--- src/rtl/reg_file_rename_if.sv ---
// ROB-side bundle of the register file / rename table: commit writes,
// new-tail renames, mispredict flush and the two dependency queries.
interface reg_file_rename_if #(
  parameter int ROB_WIDTH_BIT = 5,
  parameter int XLEN          = 32
);
  logic                     clear_in;
  logic [4:0]               commit_rd;
  logic [XLEN-1:0]          commit_val;
  logic [ROB_WIDTH_BIT-1:0] commit_rob_id;
  logic [4:0]               rename_rd;
  logic [ROB_WIDTH_BIT-1:0] rename_rob_id;
  logic [ROB_WIDTH_BIT-1:0] rob_q1_id;
  logic [ROB_WIDTH_BIT-1:0] rob_q2_id;
  logic                     rob_q1_ready;
  logic                     rob_q2_ready;
  logic [XLEN-1:0]          rob_q1_val;
  logic [XLEN-1:0]          rob_q2_val;

  // ROB / issue side: drives commits, renames, flush and query answers.
  modport master (
    output clear_in, commit_rd, commit_val, commit_rob_id,
    output rename_rd, rename_rob_id,
    output rob_q1_ready, rob_q2_ready, rob_q1_val, rob_q2_val,
    input  rob_q1_id, rob_q2_id
  );

  // Register file side.
  modport slave (
    input  clear_in, commit_rd, commit_val, commit_rob_id,
    input  rename_rd, rename_rob_id,
    input  rob_q1_ready, rob_q2_ready, rob_q1_val, rob_q2_val,
    output rob_q1_id, rob_q2_id
  );
endinterface

--- src/rtl/reg_file_rename.sv ---
// Architectural register file plus register-status (rename) table.
// Source lookups resolve combinationally against pre-cycle state, with
// bypass from the same-cycle commit and from the ROB's query answers.
module reg_file_rename #(
  parameter int ROB_WIDTH_BIT = 5,
  parameter int XLEN          = 32
) (
  input  logic                     clk_in,
  input  logic                     rst_n_in,
  input  logic                     rdy_in,
  reg_file_rename_if.slave         rob,
  input  logic [4:0]               dec_rs1,
  input  logic [4:0]               dec_rs2,
  output logic                     rs1_dep,
  output logic                     rs2_dep,
  output logic [ROB_WIDTH_BIT-1:0] rs1_tag,
  output logic [ROB_WIDTH_BIT-1:0] rs2_tag,
  output logic [XLEN-1:0]          rs1_val,
  output logic [XLEN-1:0]          rs2_val,
  output logic [31:0]              commit_cnt
);

  typedef logic [ROB_WIDTH_BIT-1:0] rob_id_t;

  typedef struct packed {
    logic            dep;
    rob_id_t         tag;
    logic [XLEN-1:0] val;
  } operand_t;

  logic [XLEN-1:0] regs [32];
  rob_id_t         tag  [32];
  logic [31:0]     busy;

  // Resolve one source operand: architectural value, same-cycle commit
  // bypass, ROB result bypass, or a pending dependency on the ROB tag.
  function automatic operand_t resolve(
    input logic [4:0]      rs,
    input logic            rs_busy,
    input rob_id_t         rs_tag,
    input logic [XLEN-1:0] rs_reg,
    input logic            q_ready,
    input logic [XLEN-1:0] q_val
  );
    operand_t o;
    o = '{dep: 1'b0, tag: '0, val: '0};
    if (!rs_busy) begin
      o.val = rs_reg;
    end else if (rob.commit_rd != 5'd0 && rob.commit_rd == rs &&
                 rob.commit_rob_id == rs_tag) begin
      o.val = rob.commit_val;
    end else if (q_ready) begin
      o.val = q_val;
    end else begin
      o.dep = 1'b1;
      o.tag = rs_tag;
    end
    return o;
  endfunction

  // Combinational operand lookup for both sources; queries go to the ROB
  // using the current mapping so a same-cycle rename is never visible.
  always_comb begin
    operand_t o1;
    operand_t o2;
    o1 = resolve(dec_rs1, busy[dec_rs1], tag[dec_rs1], regs[dec_rs1],
                 rob.rob_q1_ready, rob.rob_q1_val);
    o2 = resolve(dec_rs2, busy[dec_rs2], tag[dec_rs2], regs[dec_rs2],
                 rob.rob_q2_ready, rob.rob_q2_val);
    rob.rob_q1_id = tag[dec_rs1];
    rob.rob_q2_id = tag[dec_rs2];
    rs1_dep       = o1.dep;
    rs1_tag       = o1.tag;
    rs1_val       = o1.val;
    rs2_dep       = o2.dep;
    rs2_tag       = o2.tag;
    rs2_val       = o2.val;
  end

  // Commit writes, rename allocation and flush; frozen while rdy_in is low.
  always_ff @(posedge clk_in or negedge rst_n_in) begin
    if (!rst_n_in) begin
      // NOTE: the register array is reset explicitly because reads of x1..x31
      // before any commit must return zero; this costs a reset on every flop.
      regs       <= '{default: '0};
      tag        <= '{default: '0};
      busy       <= '0;
      commit_cnt <= '0;
    end else if (rdy_in) begin
      // NOTE: later non-blocking assignments to the same bit win, so the
      // order below encodes priority: commit-clear < rename < flush.
      if (rob.commit_rd != 5'd0) begin
        regs[rob.commit_rd] <= rob.commit_val;
        commit_cnt          <= commit_cnt + 32'd1;
        if (tag[rob.commit_rd] == rob.commit_rob_id) begin
          busy[rob.commit_rd] <= 1'b0;
        end
      end
      if (rob.rename_rd != 5'd0 && !rob.clear_in) begin
        busy[rob.rename_rd] <= 1'b1;
        tag[rob.rename_rd]  <= rob.rename_rob_id;
      end
      if (rob.clear_in) begin
        busy <= '0;
      end
    end
  end

endmodule

--- src/flat_wrapper.sv ---
// flat-port wrapper written by rule: the top's interface ports become plain ports
module reg_file_rename_flat 
#(
  parameter int ROB_WIDTH_BIT = 5,
  parameter int XLEN          = 32
)
  (clk_in, rst_n_in, rdy_in, dec_rs1, dec_rs2, rs1_dep, rs2_dep, rs1_tag, rs2_tag, rs1_val, rs2_val, commit_cnt, rob_clear_in, rob_commit_rd, rob_commit_val, rob_commit_rob_id, rob_rename_rd, rob_rename_rob_id, rob_rob_q1_ready, rob_rob_q2_ready, rob_rob_q1_val, rob_rob_q2_val, rob_rob_q1_id, rob_rob_q2_id);
  reg_file_rename_if #(.ROB_WIDTH_BIT(ROB_WIDTH_BIT), .XLEN(XLEN)) rob_i ();
  input  logic clk_in;
  input  logic rst_n_in;
  input  logic rdy_in;
  input  logic [4:0] dec_rs1;
  input  logic [4:0] dec_rs2;
  output logic rs1_dep;
  output logic rs2_dep;
  output logic [ROB_WIDTH_BIT-1:0] rs1_tag;
  output logic [ROB_WIDTH_BIT-1:0] rs2_tag;
  output logic [XLEN-1:0] rs1_val;
  output logic [XLEN-1:0] rs2_val;
  output logic [31:0] commit_cnt;
  input wire logic [$bits(rob_i.clear_in)-1:0] rob_clear_in;
  input wire logic [$bits(rob_i.commit_rd)-1:0] rob_commit_rd;
  input wire logic [$bits(rob_i.commit_val)-1:0] rob_commit_val;
  input wire logic [$bits(rob_i.commit_rob_id)-1:0] rob_commit_rob_id;
  input wire logic [$bits(rob_i.rename_rd)-1:0] rob_rename_rd;
  input wire logic [$bits(rob_i.rename_rob_id)-1:0] rob_rename_rob_id;
  input wire logic [$bits(rob_i.rob_q1_ready)-1:0] rob_rob_q1_ready;
  input wire logic [$bits(rob_i.rob_q2_ready)-1:0] rob_rob_q2_ready;
  input wire logic [$bits(rob_i.rob_q1_val)-1:0] rob_rob_q1_val;
  input wire logic [$bits(rob_i.rob_q2_val)-1:0] rob_rob_q2_val;
  output wire logic [$bits(rob_i.rob_q1_id)-1:0] rob_rob_q1_id;
  output wire logic [$bits(rob_i.rob_q2_id)-1:0] rob_rob_q2_id;
  assign rob_i.clear_in = rob_clear_in;
  assign rob_i.commit_rd = rob_commit_rd;
  assign rob_i.commit_val = rob_commit_val;
  assign rob_i.commit_rob_id = rob_commit_rob_id;
  assign rob_i.rename_rd = rob_rename_rd;
  assign rob_i.rename_rob_id = rob_rename_rob_id;
  assign rob_i.rob_q1_ready = rob_rob_q1_ready;
  assign rob_i.rob_q2_ready = rob_rob_q2_ready;
  assign rob_i.rob_q1_val = rob_rob_q1_val;
  assign rob_i.rob_q2_val = rob_rob_q2_val;
  assign rob_rob_q1_id = rob_i.rob_q1_id;
  assign rob_rob_q2_id = rob_i.rob_q2_id;
  reg_file_rename #(.ROB_WIDTH_BIT(ROB_WIDTH_BIT), .XLEN(XLEN)) u_core (.clk_in(clk_in), .rst_n_in(rst_n_in), .rdy_in(rdy_in), .rob(rob_i), .dec_rs1(dec_rs1), .dec_rs2(dec_rs2), .rs1_dep(rs1_dep), .rs2_dep(rs2_dep), .rs1_tag(rs1_tag), .rs2_tag(rs2_tag), .rs1_val(rs1_val), .rs2_val(rs2_val), .commit_cnt(commit_cnt));
endmodule
--- config.mk ---
export PLATFORM = sky130hd
export DESIGN_NAME = reg_file_rename_flat
export DESIGN_NICKNAME = d
export VERILOG_FILES = /design/src/rtl/reg_file_rename_if.sv /design/src/rtl/reg_file_rename.sv /design/src/flat_wrapper.sv
export SDC_FILE = /design/constraint.sdc
export NUM_CORES = 2
export LEC_CHECK = 0
export BUFFER_PORTS_ARGS = -buffer_cell sky130_fd_sc_hd__buf_2
export CAP_MARGIN = 25
export CORE_AREA = 2 2 446 448
export DETAILED_ROUTE_END_ITERATION = 12
export DIE_AREA = 0 0 448 450
export GPL_TIMING_DRIVEN = 0
export HOLD_SLACK_MARGIN = 0.15
export MAX_ROUTING_LAYER = met4
export PLACE_DENSITY = 0.47
export SLEW_MARGIN = 20
export SYNTH_ARGS = -nofsm -noshare
export SYNTH_HDL_FRONTEND = slang
export SYNTH_SLANG_ARGS = --single-unit
--- constraint.sdc ---
create_clock -name clk_in -period 6.9 [get_ports clk_in]
set_input_delay 0.69 -clock clk_in [delete_from_list [all_inputs] [get_ports clk_in]]
set_output_delay 0.69 -clock clk_in [all_outputs]
set_load 0.01 [all_outputs]
==> impl_metrics.csv <==
group,metric,value,unit
outcome,status,"finished, final reports clean",
routing,initialDrtViolationCount,4050,
routing,drt_first_pass_iters,8,
yosys,ys_seq_area_share,45.56,%
worst_setup_path,crit_fanout,10,
timing,hold_viol_final,0,
routing,vias_per_cell,5.926,
worst_setup_path,path_cells,"buf_2, buf_2, buf_2, buf_2, nand2_1, a21oi_1, o2111ai_1, nor3b_4, buf_2, a221o_1, buf_2",
timing,finClkSkew,0.01390,ns
placement,dp_hpwl,187100,um
routing,antenna_left,0,
cells_and_area,fill_cells,18360,
yosys,syn_area,68550,sq um
global_route,grt_usage,27.39,%
floorplanning,core_area,196600,sq um
floorplanning,pin_count,250,
worst_setup_path,arrival,5.79,ns
yosys,synth_edf_count,0,
clocking,clock_sinks,1248,
power,pwr_density_cell,286.3,nW/um^2
timing,setup_violations,0,
cells_and_area,layout.cells.non_filler,7610,
yosys,yosys_warnings,0,
worst_setup_path,cp_slowest_stage_delay,0.81,ns
yosys,synth_area_leaders,"dfrtp_1 46%, mux4_2 25%, mux2_2 19%, mux2i_1 1.9%, clkbuf_1 1.7%",
yosys,postSynthAreaPerCell,15.59,sq um
worst_setup_path,cp-start-kind,"input port",
clocking,post_cts_resized,0,
placement,port-buffer-count,235,
routing,routed_wl,266700,um
worst_setup_path,required,6.21,ns
clocking,clockRootBuffer,"clkbuf_16",
cells_and_area,layout_commonest_cell,"dfrtp_1",
min_path,hold_path_class,"input port to register",
worst_setup_path,r2r_cells,10,
worst_setup_path,setup.worst_path.end_class,"output pin",
worst_setup_path,timing.critical_path.depth,11,
yosys,synth_nets,4529,
yosys,synth_largest_area_cell,"dfrtp_1",
worst_setup_path,worst-path-buf-inv,6,
yosys,ys.flop_type,"dfrtp_1",
timing,rsz0062_at_grt,"false",
timing,slew_headroom,21.89,%
timing,tns,0,ns
clocking,cts_tree,"built",
min_path,min_path_cells,2,
clocking,cts_buffers,153,
floorplanning,die_area,201600,sq um
clocking,h-tree-depth,4,
timing,drv_slew,0,
clocking,cts_buffer_depth,3,
worst_setup_path,crit_family,"buffers and inverters",
floorplanning,die_x,448,um
timing,tightest_slew,1.172,ns
flow_run,max_cap_violations,0,
clocking,path_clk_slew,0.06,ns
clocking,ctsHoldBuffers,8,
global_route,grt_pass1_vias,46270,
placement,placed_cells,7316,
floorplanning,initial_core_util,34.87,%
timing,period_share,93.85,%
cells_and_area,drive_above_1_share,53.86,%
global_route,antenna_found_initial,16,
worst_setup_path,crit_path_top_delay_cell,"nor3b_4",
clocking,post_cts_buffers,0,
placement,finalWeightedCongestion,0.8716,
global_route,grt_max_degree,129,
yosys,async_reset_ff_share,100.0,%
cells_and_area,nNetsFinal,4980,
worst_setup_path,worstSetupPathType,"input port to output pin",
yosys,synth_cell_types,60,
cells_and_area,final_cell_mix,"1248 x dfrtp_1, 1150 x mux2_2, 757 x mux4_2",
clocking,clock_latency,0.81,ns
routing,drc_errors,0,
floorplanning,die_h,450,um
floorplanning,fp-row-count,163,
worst_setup_path,cpMostUsedCell,"buf_2",
yosys,netlist.area_leader.share,45.56,%
timing,period_needed,6.476,ns
yosys,syn_inst,4396,
timing,fmax,154.4,MHz
power,vdd_ir_drop_max,0.2845,mV
yosys,ys_ff_latch,1248,
cells_and_area,seqCellArea,31230,sq um
cells_and_area,syn_to_final_growth,15.65,%
cells_and_area,final_util,40.32,%
routing,avgRoutedWirePerCell,35.04,um
global_route,grt_pass1_wl,373200,um
power,p_leak,34.03,nW
cells_and_area,multi_input_area,35250,sq um
global_route,gr-total-overflow,0,
routing,via_count,45100,
-- synthesized netlist by cell type (4+ instances only) --
master,number
nand4_1,14
o21ai_0,18
mux2i_1,131
nor2_1,122
xnor2_1,36
a32o_1,9
nand3b_1,10
buf_6,9
dfrtp_1,1248
a22oi_1,46
inv_1,15
and2_1,39
mux2_2,1150
a41oi_1,12
buf_1,67
buf_4,11
xor2_1,15
mux4_2,757
and3_1,11
nor2b_1,15
nand2_1,81
a22o_1,6
a221o_1,64
buf_2,91
nor3b_1,9
and4_1,4
nand3_1,30
a21oi_1,5
nor3_1,11
and3b_1,7
a31o_1,6
clkbuf_1,308
-- power by group --
part | total, mW | switching [mW] | internal [mW]
Combinational | 4.94 | 2.11 | 2.83
Clock | 8.18 | 3.34 | 4.84
Sequential | 9.58 | 0.963 | 8.61
-- cells by family (layout without fill, tap and decap cells) --
| family | count (synthesis) | count (layout) | synth area share (%) |
|---|---|---|---|
| DFF | 1248 | 1248 | 45.56 |
| buffers and inverters | 501 | 1066 | 3.068 |
| other | 0 | 9 | 0 |
| AOI/OAI and AO/OA | 185 | 185 | 2.298 |
| adders and majority gates | 1 | 1 | 0.01825 |
| and+or+nand+nor | 370 | 370 | 2.683 |
| xor gates and xnor gates | 53 | 53 | 0.6991 |
| muxes | 2038 | 2038 | 45.68 |
-- metal layers --
metal	GRT usage, %	share of wire [%]	vias up
met5	-	0	-
met4	10.44	4.2	0
met3	5.034	6.1	444
met2	41.47	47	1597
met1	36.65	43	24920
li1	-	-	18140
-- final cells by class --
class,count,area share (%)
inverters,15,0.07102
clock inverters,38,0.5540
well taps,2640,4.167
multi-input cells,2647,44.46
plain buffers,486,2.770
diodes,9,0.02841
repair buffers,296,2.767
flip-flops and latches,1248,39.39
clock buffers,231,5.789
-- state kept, by name, summed over array words and instances (netlist names) --
name / flops
u_core.busy: 32
u_core.tag: 160
u_core.regs: 1024
u_core.commit_cnt: 32
-- through the flow --
stage               power (mW)  worst slack, ns  cell area, sq um  hold WS, ns
global placement         14.46           -24.42             73030       0.4526
floorplan                12.83            2.858             68550       0.3944
detailed placement       14.62           0.3599             74050       0.4651
CTS                      22.87           0.3498             79160       0.1505
global route             23.67           0.3344             79270       0.1957
finish                   22.70           0.4242             79280       0.2045
-- worst paths after layout --
check	start	end	slack, ns
worst max-delay path	dec_rs1[0]	rs1_val[30]	0.42
worst max register to register	u_core.tag[40]$_DFFE_PN0P_	u_core.busy[29]$_DFFE_PN0P_	3.66
min in group asynchronous	rst_n_in	u_core.tag[30]$_DFFE_PN0P_	0.40
worst min-delay path	rob_commit_val[27]	u_core.regs[987]$_DFFE_PN0P_	0.20
max in group asynchronous	rst_n_in	u_core.regs[783]$_DFFE_PN0P_	4.08
worst min register to register	u_core.regs[1006]$_DFFE_PN0P_	u_core.regs[1006]$_DFFE_PN0P_	0.47
-- worst register-to-register path: stages (launching register included) --
cell and delay, ns:
dfrtp_1 0.40, mux4_2 0.50, a22oi_1 0.37, nand4_1 0.18
xor2_1 0.24, nor3_1 0.35, and2_1 0.19, buf_2 0.23
buf_2 0.25, nand2_1 0.11, a32o_1 0.32
(Power assumes the default switching activity.)
